[src/rtl/mux4_scan_sequencer.sv]
// rtl/mux4_scan_sequencer.sv - steps a 4:1 mux through channels 0..3 and packs one sample per channel into a word
// Optional macro MUX4_SCAN_CONTINUOUS_EN: restart the scan after every word until iStop.
module mux4_scan_sequencer #(
    parameter int DWELL = 4,
    parameter int CNT_W = 8
) (
    input  logic       iClk,
    input  logic       iReset,
    input  logic       iStart,
    input  logic       iStop,
    input  logic       iSample,
    output logic [1:0] oSelector,
    output logic [3:0] oData,
    output logic       oValid,
    output logic       oBusy
);

    typedef enum logic [1:0] {
        IDLE,
        SCAN,
        DONE
    } state_t;

    localparam logic [CNT_W-1:0] LAST_COUNT = CNT_W'(DWELL - 1);

    state_t           state;
    logic [CNT_W-1:0] count;
    logic [2:0]       shadow;

    always_ff @(posedge iClk or posedge iReset) begin
        if (iReset) begin
            state     <= IDLE;
            oSelector <= 2'd0;
            count     <= '0;
            shadow    <= 3'd0;
            oData     <= 4'd0;
            oValid    <= 1'b0;
            oBusy     <= 1'b0;
        end else begin
            oValid <= 1'b0;
            if (iStop) begin
                state     <= IDLE;
                oSelector <= 2'd0;
                count     <= '0;
                oBusy     <= 1'b0;
            end else begin
                case (state)
                    IDLE: begin
                        if (iStart) begin
                            state     <= SCAN;
                            oSelector <= 2'd0;
                            count     <= '0;
                            oBusy     <= 1'b1;
                        end
                    end
                    SCAN: begin
                        // Only the final dwell cycle is sampled so the mux has settled.
                        if (count == LAST_COUNT) begin
                            count <= '0;
                            case (oSelector)
                                2'd0: begin
                                    shadow[0] <= iSample;
                                    oSelector <= 2'd1;
                                end
                                2'd1: begin
                                    shadow[1] <= iSample;
                                    oSelector <= 2'd2;
                                end
                                2'd2: begin
                                    shadow[2] <= iSample;
                                    oSelector <= 2'd3;
                                end
                                default: begin
                                    oData  <= {iSample, shadow};
                                    oValid <= 1'b1;
                                    state  <= DONE;
                                end
                            endcase
                        end else begin
                            count <= count + 1'b1;
                        end
                    end
                    DONE: begin
                        oSelector <= 2'd0;
                        count     <= '0;
`ifdef MUX4_SCAN_CONTINUOUS_EN
                        state     <= SCAN;
`else
                        state     <= IDLE;
                        oBusy     <= 1'b0;
`endif
                    end
                    default: begin
                        state     <= IDLE;
                        oSelector <= 2'd0;
                        count     <= '0;
                        oBusy     <= 1'b0;
                    end
                endcase
            end
        end
    end

endmodule

[config.mk]
export PLATFORM = sky130hd
export DESIGN_NAME = mux4_scan_sequencer
export DESIGN_NICKNAME = d
export VERILOG_FILES = /design/src/rtl/mux4_scan_sequencer.sv
export SDC_FILE = /design/constraint.sdc
export NUM_CORES = 1
export LEC_CHECK = 0
export BUFFER_PORTS_ARGS = -buffer_cell sky130_fd_sc_hd__clkbuf_2
export CAP_MARGIN = 20
export CORE_AREA = 2 2 57 43
export DETAILED_ROUTE_END_ITERATION = 7
export DIE_AREA = 0 0 59 45
export PLACE_DENSITY = 0.77
export SYNTH_ARGS = -nofsm -noshare
export SYNTH_HDL_FRONTEND = slang
export SYNTH_SLANG_ARGS = --single-unit
export TNS_END_PERCENT = 20
[constraint.sdc]
create_clock -name iClk -period 2.36 [get_ports iClk]
set_clock_uncertainty 0.2 [all_clocks]
set_input_delay 0.236 -clock iClk [delete_from_list [all_inputs] [get_ports iClk]]
set_output_delay 0.236 -clock iClk [all_outputs]
set_load 0.05 [all_outputs]
==> run summary, run 1 <==
Flop pwr share: 60.8%
n_diodes: 0
final instance area: 0.00121 mm²
pre-CTS setup slack: 0.346 ns
Max Fclk: 490 MHz
part of the cycle the worst path needs: 86.5%
Routability Congestion: 0.847
top post-synthesis cells by count: dfrtp_1 (21), nor2_1 (11), ha_1 (6)
Total GRT Usage: 17.7%
crit-path max cell delay: 0.42 ns
worst-case clock buffer depth: 2
worst-margin pin slew: 0.785 ns
main combinational cell family by area after synthesis: simple AND/OR/NAND/NOR gates
Post-CTS Setup Repair Bufs: 0
CP Depth: 5
Die X: 59 µm
IO Pins: 13
full die area: 0.00266 mm²
Pins Over Slew Limit: 0
Final min period: 2.04 ns
most common cell in the netlist: dfrtp_1
Post-route DRC: 0
GR peak layer: met1
proportion of synthesized area in mux cells: 9.68%
flop2flop setup slack: 0.32 ns
final total power: 0.000616 W
Crit Path Max Fanout: 7
Post-CTS Resized: 0
reg2reg path depth: 5
Compound-Gate Fraction of Synth Area: 6.45%
worst min-delay path class: in2reg
Netlist Area Pre-Place: 0.00109 mm²
first-pass GRT wire length: 3370 µm
DRT Pass-1 Iters: 3
met2 Track Usage GR: 24.9%
Crit Path Class: reg2reg
Critical R2R Capture: oData[2]
peak supply drop: 0.386 mV
DP Cell Count: 124
RSZ-0062 raised after global routing: no
CP Capture Point: oData[2]
xor/xnor share of the synthesized area: 4.84%
CP endpoint kind: flip-flop
Routed Antenna Nets: 0
chip height: 45 µm
DRT iter0 DRCs: 24
layout cell share with drive strength beyond 1: 29.0%
combinational share of power: 10.6%
Placed Area: 0.00115 mm²
sequential share of the synthesized area: 48.4%
CP Cell Sequence: ha_1, nor4b_4, and2_1, and3_4, mux2_4
Area growth syn-to-layout: 11.2%
min setup slack post-route: 0.320 ns
mean instance size in the synthesized netlist: 12.1 µm²
GRT met1 Usage: 26.3%
cell-internal power: 0.000452 W
vias in the first global route: 704
DR WL/cell: 14.6 µm
core area: 0.00207 mm²
status: complete, no violations
FFs w/ async S/R, synth: 100%
clk sinks: 21
fin nets: 119
EDFF count, synth: 0
Final Hold Viols: 0
root buf cell: clkbuf_4
top cell type's share of synthesized area: 48.4%
FP Rows: 14
most common flop cell mapped by yosys: dfrtp_1
Multi-input gate area: 519 µm²
Critical R2R Launch: count[0]
Fillers: 186
CP arrival: 2.05 ns
Register Area: 526 µm²
drt via density: 5.38
Unique masters post-synth: 31
Synth area leaders: dfrtp_1 (48%), ha_1 (6.9%), mux2_4 (5.5%)
htree depth: 1
worst-skew pair later-pin latency: 0.31 ns
post-route insts no fill: 131
CTS tree: built
Vias: 705
Overflow after GRT: 0
leading area contributor after synthesis: dfrtp_1
sw power: 0.000164 W
M3 GR Usage: 5.44%
Power Dens Cells: 510 mW/mm²
CP Launch Point: count[0]
Seq cells post-synth: 21
slew margin rel.: 47.6%
Synth Area in Adders: 6.91%
Leakage: 0.565 nW
syn nets: 101
antenna violations before repair: 0
CTS buffer count: 3
Starting Density: 52.5%
Ys Warns: 0
Clock power frac: 28.6%
Setup violations, final: 0
Simple-Gate Fraction of Synth Area: 19.9%
setup TNS: 0 ns
switching part of the total: 26.6%
Critical Path Start Type: flip-flop
WL final: 1920 µm
largest net degree at the start of global routing: 22
Gate Count Post-Synth: 90
clock-pin slew on the worst setup and hold paths: 0.12 ns
Max Cap Viol: 0
PortBufs: 12
Crit-path slowest cell: dfrtp_1
Detailed Place HPWL: 1410 µm
min-delay src: iStart
CP delay by family, top: simple AND/OR/NAND/NOR gates
Req. time, crit path: 2.37 ns
worst path buffer plus inverter count: 0
[power by group through the flow]
stage,clock network [W],registers [W],logic [W]
3_5_place_dp,0,0.000381,0.0000617
2_1_floorplan,0,0.000390,0.0000342
4_1_cts,0.000184,0.000374,0.0000661
3_3_place_gp,0,0.000381,0.0000610
5_1_grt,0.000194,0.000376,0.0000744
6_report,0.000176,0.000375,0.0000653
[cell families (layout without fill, tap and decap cells)]
family	count (synthesis)	in the layout
AO/OA/AOI/OAI	10	10
flip-flops	21	21
AND/OR/NAND/NOR	33	33
adder cells (fa/ha/maj)	6	6
buffers and inverters	6	23
multiplexers	8	8
XOR/XNOR	6	6
[how the worst min path moves through the flow]
stage / end / slack [ns] / cells past startpoint
5_1_grt: state[0] / 0.09 / 3
2_1_floorplan: count[0] / 0.01 / 1
3_5_place_dp: oData[2] / 0.21 / 2
3_3_place_gp: oBusy / 0.18 / 2
4_1_cts: state[0] / 0.07 / 3
6_report: state[0] / 0.07 / 3
[through the flow]
| step | hold WS (ns) | utilization, % |
|---|---|---|
| 6_report | 0.0715 | 58.4 |
| 5_1_grt | 0.0904 | 58.4 |
| 4_1_cts | 0.0679 | 58.4 |
| 3_5_place_dp | 0.212 | 55.6 |
| 3_3_place_gp | 0.182 | 55.6 |
| 2_1_floorplan | 0.0125 | - |
[tightest hold or removal path: stages]
cell,delay (ns)
clkbuf_2,0.12
o21ai_0,0.16
a31oi_1,0.04
[final cells by class]
cell class,count,share of cell area [%]
Sequential cell,21,43.5
Multi-Input combinational cell,63,43.0
Timing Repair Buffer,15,7.46
Tap cell,24,2.49
Clock buffer,3,1.87
Inverter,4,1.24
Clock inverter,1,0.415
[sequential cells by signal, summed over array words and instances, names as in the netlist]
name,count
count,8
shadow,3
oData,4
oSelector,2
state,2
oValid,1
oBusy,1
[placed cells by master (no fill, tap or decap), drive strengths merged]
cell and count:
a211o 1, a21oi 2, a22o 2, a31oi 1, and2 1, and3 2, clkbuf 15, clkinv 1
dfrtp 21, dlygate4sd3 3, ha 6, inv 4, mux2 8, nand2 1, nand3 5, nand4 3
nor2 11, nor3 5, nor4 1, nor4b 2, o21ai 3, o41ai 1, or3b 1, or4 1
xnor2 3, xor2 3
[repair_timing]
item | CTS | global route
hold endpoints to repair | 26 | 0
hold buffers | 3 | 0
endpoints found under the setup margin | 0 | 0
[metal layers]
metal  share of wire, %  wire, µm
met4                1.1        21
met5                  0         0
met1                 54      1030
met3                4.5        86
met2                 41       782
Note: power is estimated with default switching activity, not from simulation.
==> run 2, diff against run 1 <==
RECOVER_POWER = 50   (was not set)
==> run 2 against run 1 <==
Via count did not move. Register-to-register slack barely moved. Sequential power barely moved. Sequential cell count unchanged. Clock power about the same. Wire length barely moved. First-iteration DRC count down 4.2%. Utilization fell by 0.36 points. Count of clock-buffer cells in the layout unchanged. Design area shrank 0.62%. Critical path depth unchanged. Worst hold slack better by 0.0012 ns.
==> run summary, run 2 (same netlist as run 1, synthesis figures left out) <==
status: complete, no violations
clock-pin slew on the worst setup and hold paths: 0.12 ns
vias in the first global route: 704
first-pass GRT wire length: 3370 µm
Post-route DRC: 0
worst-margin pin slew: 0.794 ns
n_diodes: 0
core area: 0.00207 mm²
Routability Congestion: 0.847
Detailed Place HPWL: 1410 µm
Crit Path Max Fanout: 7
CTS tree: built
antenna violations before repair: 0
Vias: 705
min setup slack post-route: 0.319 ns
fin nets: 119
Crit Path Class: reg2reg
most frequent cells in the layout: dfrtp_1 (21), nor2_1 (11), ha_1 (6), clkbuf_2 (6), clkbuf_1 (6)
pre-CTS setup slack: 0.346 ns
part of the cycle the worst path needs: 86.5%
setup TNS: 0 ns
Setup violations, final: 0
Max Fclk: 490 MHz
Regs by FF count: count: 8 flops, oData: 4 flops, shadow: 3 flops
worst min-delay path class: in2reg
Largest Register: count
slew margin rel.: 47.0%
Critical R2R Capture: oData[2]
largest net degree at the start of global routing: 22
drt via density: 5.38
Leakage: 0.545 nW
Area growth syn-to-layout: 10.5%
Overflow after GRT: 0
Final min period: 2.04 ns
CP endpoint kind: flip-flop
Die X: 59 µm
CP delay by family, top: simple AND/OR/NAND/NOR gates
RSZ-0062 raised after global routing: no
Req. time, crit path: 2.37 ns
crit-path max cell delay: 0.42 ns
max reg flops: 8
Power Dens Cells: 513 mW/mm²
final total power: 0.000615 W
DRT Pass-1 Iters: 3
CTS buffer count: 3
full die area: 0.00266 mm²
Pins Over Slew Limit: 0
CP Capture Point: oData[2]
layout cell share with drive strength beyond 1: 23.4%
DRT iter0 DRCs: 23
IO Pins: 13
Critical R2R Launch: count[0]
WL final: 1920 µm
Final Hold Viols: 0
CP Launch Point: count[0]
Max Cap Viol: 0
clk sinks: 21
most common cell after layout, fill and taps aside: dfrtp_1
CP Depth: 5
htree depth: 1
Total GRT Usage: 17.7%
FP Rows: 14
Critical Path Start Type: flip-flop
Routed Antenna Nets: 0
worst path buffer plus inverter count: 0
Crit-path slowest cell: dfrtp_1
root buf cell: clkbuf_4
worst-case clock buffer depth: 2
chip height: 45 µm
Starting Density: 52.5%
PortBufs: 12
peak supply drop: 0.385 mV
worst-skew pair later-pin latency: 0.31 ns
Post-CTS Resized: 0
DR WL/cell: 14.6 µm
CP Cell Sequence: ha_1, nor4b_4, and2_1, and3_4, mux2_4
CP arrival: 2.05 ns
flop2flop setup slack: 0.32 ns
reg2reg path depth: 5
run 2: worst register-to-register path: stages, from the launching register on:
cell	delay (ns)
dfrtp_1	0.42
ha_1	0.22
nor4b_4	0.23
and2_1	0.29
and3_4	0.28
mux2_4	0.30
run 2: routing by layer:
layer / vias to the layer above / wire (µm) / GRT usage [%] / share of wire [%]
met5: - / 0 / 0 / 0
met4: 0 / 21 / 5.45 / 1.1
met3: 2 / 89 / 5.44 / 4.6
met2: 14 / 773 / 24.9 / 40
met1: 333 / 1030 / 26.3 / 54
li1: 356 / - / - / -
run 2: report_power, final:
group,switching [W],internal [W]
Sequential,0.00000831,0.000366
Combinational,0.0000430,0.0000220
Clock,0.000112,0.0000633
Total,0.000163,0.000452
run 2: worst min path at each step:
| stage | startpoint | endpoint | slack [ns] | cells after the start |
|---|---|---|---|---|
| after floorplan | iReset | count[0] | 0.01 | 1 |
| after global placement | iReset | oBusy | 0.18 | 2 |
| after detailed placement | iReset | oData[2] | 0.21 | 2 |
| after CTS | iStart | state[0] | 0.07 | 3 |
| after global routing | iStart | state[0] | 0.09 | 3 |
| final | iStart | state[0] | 0.07 | 3 |
run 2: metrics by stage:
stage	std cells	util [%]	area [µm²]	hold WS [ns]
floorplan	90	-	1090	0.0125
global placement	124	55.6	1150	0.182
detailed placement	124	55.6	1150	0.212
CTS	131	58.4	1210	0.0679
global route	131	58.1	1200	0.0904
finish	131	58.1	1200	0.0727
run 2: layout make-up:
type	instances	area, µm²
Multi-Input combinational cell	63	519
Timing Repair Buffer	15	82.6
Inverter	4	15.0
Fill cell	191	867
Sequential cell	21	526
Clock inverter	1	5.00
Tap cell	24	30.0
Clock buffer	3	22.5
run 2: what timing repair did:
| item | in CTS | in global routing |
|---|---|---|
| hold endpoints to repair | 26 | 0 |
| hold buffers | 3 | 0 |
| buffers inserted | 0 | 0 |
